==> config.mk <==
export PLATFORM = sky130hd
export DESIGN_NAME = mem_stage
export DESIGN_NICKNAME = d
export VERILOG_FILES = /design/src/rtl/mem_stage.sv
export SDC_FILE = /design/constraint.sdc
export NUM_CORES = 1
export LEC_CHECK = 0
export CAP_MARGIN = 20
export CORE_UTILIZATION = 40
export CTS_CLUSTER_DIAMETER = 30
export DETAILED_ROUTE_END_ITERATION = 8
export PLACE_DENSITY = 0.81
export SYNTH_ARGS = -nofsm -noshare
export SYNTH_HDL_FRONTEND = slang
export SYNTH_SLANG_ARGS = --single-unit
==> constraint.sdc <==
create_clock -name clk -period 2.2 [get_ports clk]
set_input_delay 0.44 -clock clk [delete_from_list [all_inputs] [get_ports clk]]
set_output_delay 0.44 -clock clk [all_outputs]
set_load 0.02 [all_outputs]
==> src/rtl/mem_stage.sv <==
// rtl/mem_stage.sv - memory-access stage: one word transaction on a req/ack bus with timeout and alignment checks
module mem_stage #(
  parameter int TIMEOUT = 15
) (
  input  logic        clk,
  input  logic        rst,
  input  logic        start,
  input  logic        mem_read,
  input  logic        mem_write,
  input  logic [15:0] alu_result,
  input  logic [15:0] wr_data,
  output logic        busy,
  output logic        done,
  output logic [15:0] wb_data,
  output logic        err,
  output logic        bus_req,
  output logic        bus_we,
  output logic [15:0] bus_addr,
  output logic [15:0] bus_wdata,
  input  logic        bus_ack,
  input  logic [15:0] bus_rdata
);

  typedef enum logic [1:0] {IDLE, REQ, RESP} state_t;

  localparam logic [8:0] TIMEOUT_W = 9'(TIMEOUT);

  state_t     state;
  logic [7:0] cnt;
  logic [8:0] cnt_inc;
  logic       mem_op;

  assign cnt_inc = {1'b0, cnt} + 9'd1;
  assign mem_op  = mem_read | mem_write;

  assign busy    = (state != IDLE);
  assign bus_req = (state == REQ);
  assign done    = (state == RESP);

  always_ff @(posedge clk) begin
    if (rst) begin
      state     <= IDLE;
      cnt       <= 8'd0;
      err       <= 1'b0;
      wb_data   <= 16'h0000;
      bus_we    <= 1'b0;
      bus_addr  <= 16'h0000;
      bus_wdata <= 16'h0000;
    end else begin
      case (state)
        IDLE: begin
          if (start) begin
            if ((mem_read && mem_write) || (mem_op && alu_result[0])) begin
              err     <= 1'b1;
              wb_data <= alu_result;
              state   <= RESP;
            end else if (mem_op) begin
              bus_addr  <= alu_result;
              bus_we    <= mem_write;
              bus_wdata <= wr_data;
              cnt       <= 8'd0;
              err       <= 1'b0;
              state     <= REQ;
            end else begin
              wb_data <= alu_result;
              err     <= 1'b0;
              state   <= RESP;
            end
          end
        end
        REQ: begin
          if (bus_ack) begin
            // a completed store reports its address as the write-back value
            wb_data <= bus_we ? bus_addr : bus_rdata;
            state   <= RESP;
          end else begin
            if (cnt != 8'hFF) cnt <= cnt_inc[7:0];
            if (cnt_inc >= TIMEOUT_W) begin
              err     <= 1'b1;
              wb_data <= 16'h0000;
              state   <= RESP;
            end
          end
        end
        RESP:    state <= IDLE;
        default: state <= IDLE;
      endcase
    end
  end

endmodule

==> flow_summary.yaml <==
routing:
  routedLengthMet1_mm: 3.67
  wl_met3_um: 521
  ant_nets: 0
  drtIter0Drc: 152
  first_pass_iters: 5
  dr_wl_met2_mm: 4.17
  routedWlPerCell_um: 14.6
  vias: 2991
  route.detailed.drc: 0
  routed_wl_mm: 8.48
  highest_layer: "met4"
  viasPerCell: 5.15
clock_network:
  clock_latency_ns: 0.34
  cts_root_buf: "clkbuf_8"
  cts_tree: "built"
  numCtsBuffers: 9
  htreeDepth: 3
  cts_sinks: 60
  clockBufferDepth: 2
  cts.clk_slew.worst_paths_ns: 0.07
synth:
  ys_dominant_reg_cell: "dfxtp_1"
  synth_cell_type_count: 34
  synth_top_area_share_pct: 41.2
  async_flop_share_pct: 0
  ys_seq_area_share_pct: 41.2
  synth_edf_count: 0
  yosysWarnings: 0
  synth_area_leaders: "dfxtp_1, nand2_1, mux2i_1, a21oi_1, o22ai_2"
  syn_inst: 366
  netlist_area_um2: 2920
  synth_fp_nets: 422
  synth_area_per_cell_um2: 7.97
  ys_seq_elements: 60
  yosysTopAreaCell: "dfxtp_1"
timing:
  slew_headroom_pct: 63.5
  slew_viol_final: 0
  hold_violations: 0
  finalCriticalPeriod_ns: 2.10
  skew_ns: 0.0113
  finalSetupTns_ns: 0
  finalSetupViolCount: 0
  worst_slew_pin_slew_ns: 0.547
  max_clock_freq_ghz: 0.477
  hold_slack_ns: 0.455
  post-route-period-util_pct: 95.4
final_layout:
  n_antenna_cell: 0
  most-common-layout-cells: "nand2_1, clkdlybuf4s50_1, dfxtp_1"
  fillers: 605
  stdcell_count: 581
  finalInstanceArea_um2: 4410
  area_delta_synth_final_pct: 51.4
  fin_nets: 536
  layout-drive-gt1-share_pct: 11.5
worst_setup_path:
  cp.arrival_ns: 2.34
  cpPeakStageDelay_ns: 0.61
  r2r_slack_ns: 0.10
  path_class: "reg2reg"
  cp_top_family: "simple AND/OR/NAND/NOR gates"
  crit_fanout: 5
  path_buf_inv: 1
  start_kind: "flip-flop"
  required_ns: 2.44
  critPathSlowestCell: "or4b_4"
  endpoint_kind: "flip-flop"
  path_cells: "nand2_1 > nor3_2 > mux2_1 > or4b_4 > buf_4 > o22ai_1"
power_and_ir_drop:
  peakVddDrop_v: 0.000398
  p_int_uw: 2010
  power.density_nw_per_um2: 622
  switching_share_pct: 26.8
  finalPower_uw: 2740
  p_seq_share_pct: 42.9
  p_comb_share_pct: 20.5
  static-leakage-power_uw: 0.00159
  p_sw_uw: 736
  clkPwrFrac_pct: 36.6
floorplan:
  rows: 30
  die_area_um2: 7630
  start_util_pct: 42.2
  pin_count: 107
  die_w_um: 87.4
  core_area_um2: 6910
  die_y_um: 87.4
global_route:
  grt-ovfl-total: 0
  grtUsageTotal_pct: 23.3
  grt_pass1_wl_mm: 13.6
  grt_pass1_vias: 2811
  grt_max_degree: 43
  antenna_found_initial: 0
place:
  portBuffers: 106
  postPlaceCellArea_um2: 4190
  hpwl_mm: 5.92
  gp_congestion: 0.868
  dp.cells: 564
status:
  status: "finished, final reports clean"
min_path:
  min_path_type: "reg2reg"
run:
  drv_cap: 0
-- what timing repair did --
action,in CTS,in global routing
hold buffers,0,0
endpoints found under the setup margin,16,14
setup buffers,0,1
resized for setup,1,3
pin swaps,0,2
-- logic make-up after synthesis --
| logic type | count (synthesis) | share of synthesized area (%) |
|---|---|---|
| compound gates | 88 | 19.3 |
| simple gates | 145 | 20.8 |
| xor+xnor | 3 | 0.901 |
| mux | 35 | 12.1 |
| buf+inv | 32 | 4.59 |
| flops | 60 | 41.2 |
| fa+ha+maj | 3 | 1.20 |
-- synthesized netlist by cell type (2+ instances only) --
master,number
a21oi_1,40
a311oi_1,5
and3_1,6
buf_2,5
clkbuf_1,21
dfxtp_1,60
ha_1,2
inv_1,3
mux2i_1,34
nand2_1,105
nand2b_1,5
nand3_1,4
nand3b_1,2
nor2_1,13
nor2b_1,2
nor3_1,6
o21ai_0,21
o22ai_1,6
o22ai_2,10
xnor2_1,2
-- worst reg2reg max path: cells and delay by family, from the launching register on --
family,cells,cell delay (ns)
multiplexers,1,0.37
flip-flops,1,0.39
buffers and inverters,1,0.18
AO/OA/AOI/OAI,1,0.13
AND/OR/NAND/NOR,3,0.96
-- layer usage --
metal | vias up | GRT usage [%]
met5 | - | 0
met4 | 0 | 8.64
met3 | 10 | 7.20
met2 | 90 | 37.4
met1 | 1407 | 29.3
li1 | 1484 | -
-- power groups by stage --
stage / combinational (uW) / clock [uW] / sequential, uW
global route: 603 / 1070 / 1180
floorplan: 221 / 0 / 1250
detailed placement: 559 / 0 / 1200
CTS: 563 / 1020 / 1180
finish: 562 / 1010 / 1180
global placement: 548 / 0 / 1200
-- cell type report --
type / count / area, um^2 / share of cell area [%]
Multi-Input combinational cell: 274 / 1600 / 36.1
Tap cell: 96 / 120 / 2.72
Timing Repair Buffer: 130 / 1270 / 28.9
Inverter: 5 / 18.8 / 0.425
Clock inverter: 4 / 47.5 / 1.08
Sequential cell: 60 / 1200 / 27.2
Clock buffer: 12 / 155 / 3.52
-- per-stage QoR --
stage	utilization (%)	worst slack, ns
floorplan	-	0.00426
global placement	60.7	0.0115
detailed placement	60.7	-0.0475
CTS	63.7	0.0369
global route	63.9	-0.00327
finish	63.9	0.101
-- state kept, by name (all words and copies together) (netlist names) --
signal and count:
bus_we 1, cnt 8, bus_addr 16, bus_wdata 16, state 2, err 1
wb_data 16
-- path summary, 6_finish.rpt --
| path | start | endpoint | cells past startpoint |
|---|---|---|---|
| max | cnt[1] | wb_data[14] | 6 |
| min | bus_wdata[14] | bus_wdata[14] | 2 |
| max reg2reg | cnt[1] | wb_data[14] | 6 |
| min reg2reg | bus_wdata[14] | bus_wdata[14] | 2 |
Note: power is estimated with default switching activity, not from simulation.
==> RTL edit: new RTL, same flow settings <==
Re-encode `state_t` (3 states) as one-hot, 3 bits wide.
--- a/src/rtl/mem_stage.sv
+++ b/src/rtl/mem_stage.sv
@@ -21,7 +21,7 @@
   input  logic [15:0] bus_rdata
 );
 
-  typedef enum logic [1:0] {IDLE, REQ, RESP} state_t;
+  typedef enum logic [2:0] {IDLE = 3'b001, REQ = 3'b010, RESP = 3'b100} state_t;
 
   localparam logic [8:0] TIMEOUT_W = 9'(TIMEOUT);
 
Behaviour: no difference found for any inputs over 4 cycles, from zero or initial values and one cycle with rst high; so few cycles prove little.
==> RTL edit against the original RTL <==
Worst setup slack improved by 0.0028 ns. Combinational power decreased by 12%. Wire length decreased by 1.6%. Count of clock-buffer cells in the layout unchanged. Critical path type is now reg -> out. Hold slack improved by 0.00097 ns. Power increased by 2.7%. Sequential cell count increased by 1. Synthesized area decreased by 3.5%. Final area decreased by 2.3%.
==> RTL edit: results (changes against the original RTL) <==
[outcome] status finished clean [unchanged]
[synth] Post-Syn Nets 420 [was 422]
[die] floorplan core area 6794 um^2 [was 6907 um^2]
[global_route] met3 global-route usage 8.855% [was 7.204%]
[placed_design] Post-DP Area 4068 um^2 [was 4190 um^2]
[routing] number of DRC violations after detailed-routing iteration 0 283 [was 152]
[synth] mux share of post-synthesis cell area 5.691% [was 12.06%]
[power_and_ir_drop] VDD IR-drop max 0.5256 mV [was 0.3980 mV]
[finish] Layout Nets 534 [was 536]
[setup_path] critical path endpoint done [was wb_data[14]]
[setup_path] arrival time of the worst setup path 1.66 ns [was 2.34 ns]
[synth] Seq/Total Area, Yosys 43.40% [was 41.20%]
[global_route] maximum number of pins on one net before global-route repair 30 [was 43]
[routing] metal2 WL 4016 um [was 4166 um]
[setup_path] kind of cell with the highest combined delay on the critical path buffers and inverters [was simple AND/OR/NAND/NOR gates]
[setup_path] crit path from state[2] [was cnt[1]]
[cts] number of gates resized after CTS 2 [was 1]
[synth] synthesized-area fraction occupied by xor and xnor cells 0.9337% [was 0.9013%]
[routing] vias after detailed routing 3023 [was 2991]
[global_route] global router's overall resource usage 23.21% [was 23.32%]
[synth] commonest cells in the synthesized netlist sky130_fd_sc_hd__nand2_1, sky130_fd_sc_hd__dfxtp_1, sky130_fd_sc_hd__a21oi_1 [unchanged]
[global_route] first-pass GRT wire length 13390 um [was 13560 um]
[finish] area occupied by multi-input gates 1495 um^2 [was 1595 um^2]
[setup_path] cell with the biggest individual delay on the critical path sky130_fd_sc_hd__clkdlybuf4s50_1 [was sky130_fd_sc_hd__or4b_4]
[finish] share of post-route cells with drive strength above 1 12.01% [was 11.55%]
[synth] compound-gate portion of the synthesized area 19.83% [was 19.27%]
[RTL edit: changes by cell type in the layout (fill, tap and decap cells not counted), moves of 4 or more]
| cell | unedited run | this run |
|---|---|---|
| sky130_fd_sc_hd__nand2_1 | 105 | 125 |
| sky130_fd_sc_hd__mux2i_1 | 34 | 16 |
| sky130_fd_sc_hd__o22ai_2 | 10 | 0 |
| sky130_fd_sc_hd__o21ai_2 | 1 | 10 |
| sky130_fd_sc_hd__nor2_1 | 13 | 5 |
| sky130_fd_sc_hd__o21ai_0 | 20 | 27 |
| sky130_fd_sc_hd__o22ai_1 | 6 | 0 |
| sky130_fd_sc_hd__a311oi_1 | 5 | 0 |
| sky130_fd_sc_hd__nand2b_1 | 5 | 0 |
| sky130_fd_sc_hd__a32o_1 | 0 | 4 |
[RTL edit: worst min-delay path, delay by kind of cell (launching register included)]
kind | cells | cell delay (ns)
AND/OR/NAND/NOR | 1 | 0.07
AO/OA/AOI/OAI | 1 | 0.04
flip-flops | 1 | 0.31
[RTL edit: worst min path at each step]
stage	start	end	slack, ns	depth (start not counted)
5_1_grt	wb_data[8]	wb_data[8]	0.48	2
3_5_place_dp	bus_wdata[4]	bus_wdata[4]	0.45	2
3_3_place_gp	bus_wdata[2]	bus_wdata[2]	0.44	2
6_report	wb_data[2]	wb_data[2]	0.46	2
4_1_cts	bus_wdata[4]	bus_wdata[4]	0.46	2
2_1_floorplan	cnt[1]	cnt[1]	0.47	2
[RTL edit: power groups by stage]
stage	clock network, uW	logic (uW)	registers, uW
after global routing	1210	530	1190
after CTS	1150	494	1180
after global placement	0	483	1210
after floorplan	0	168	1260
after detailed placement	0	490	1210
final	1140	494	1180
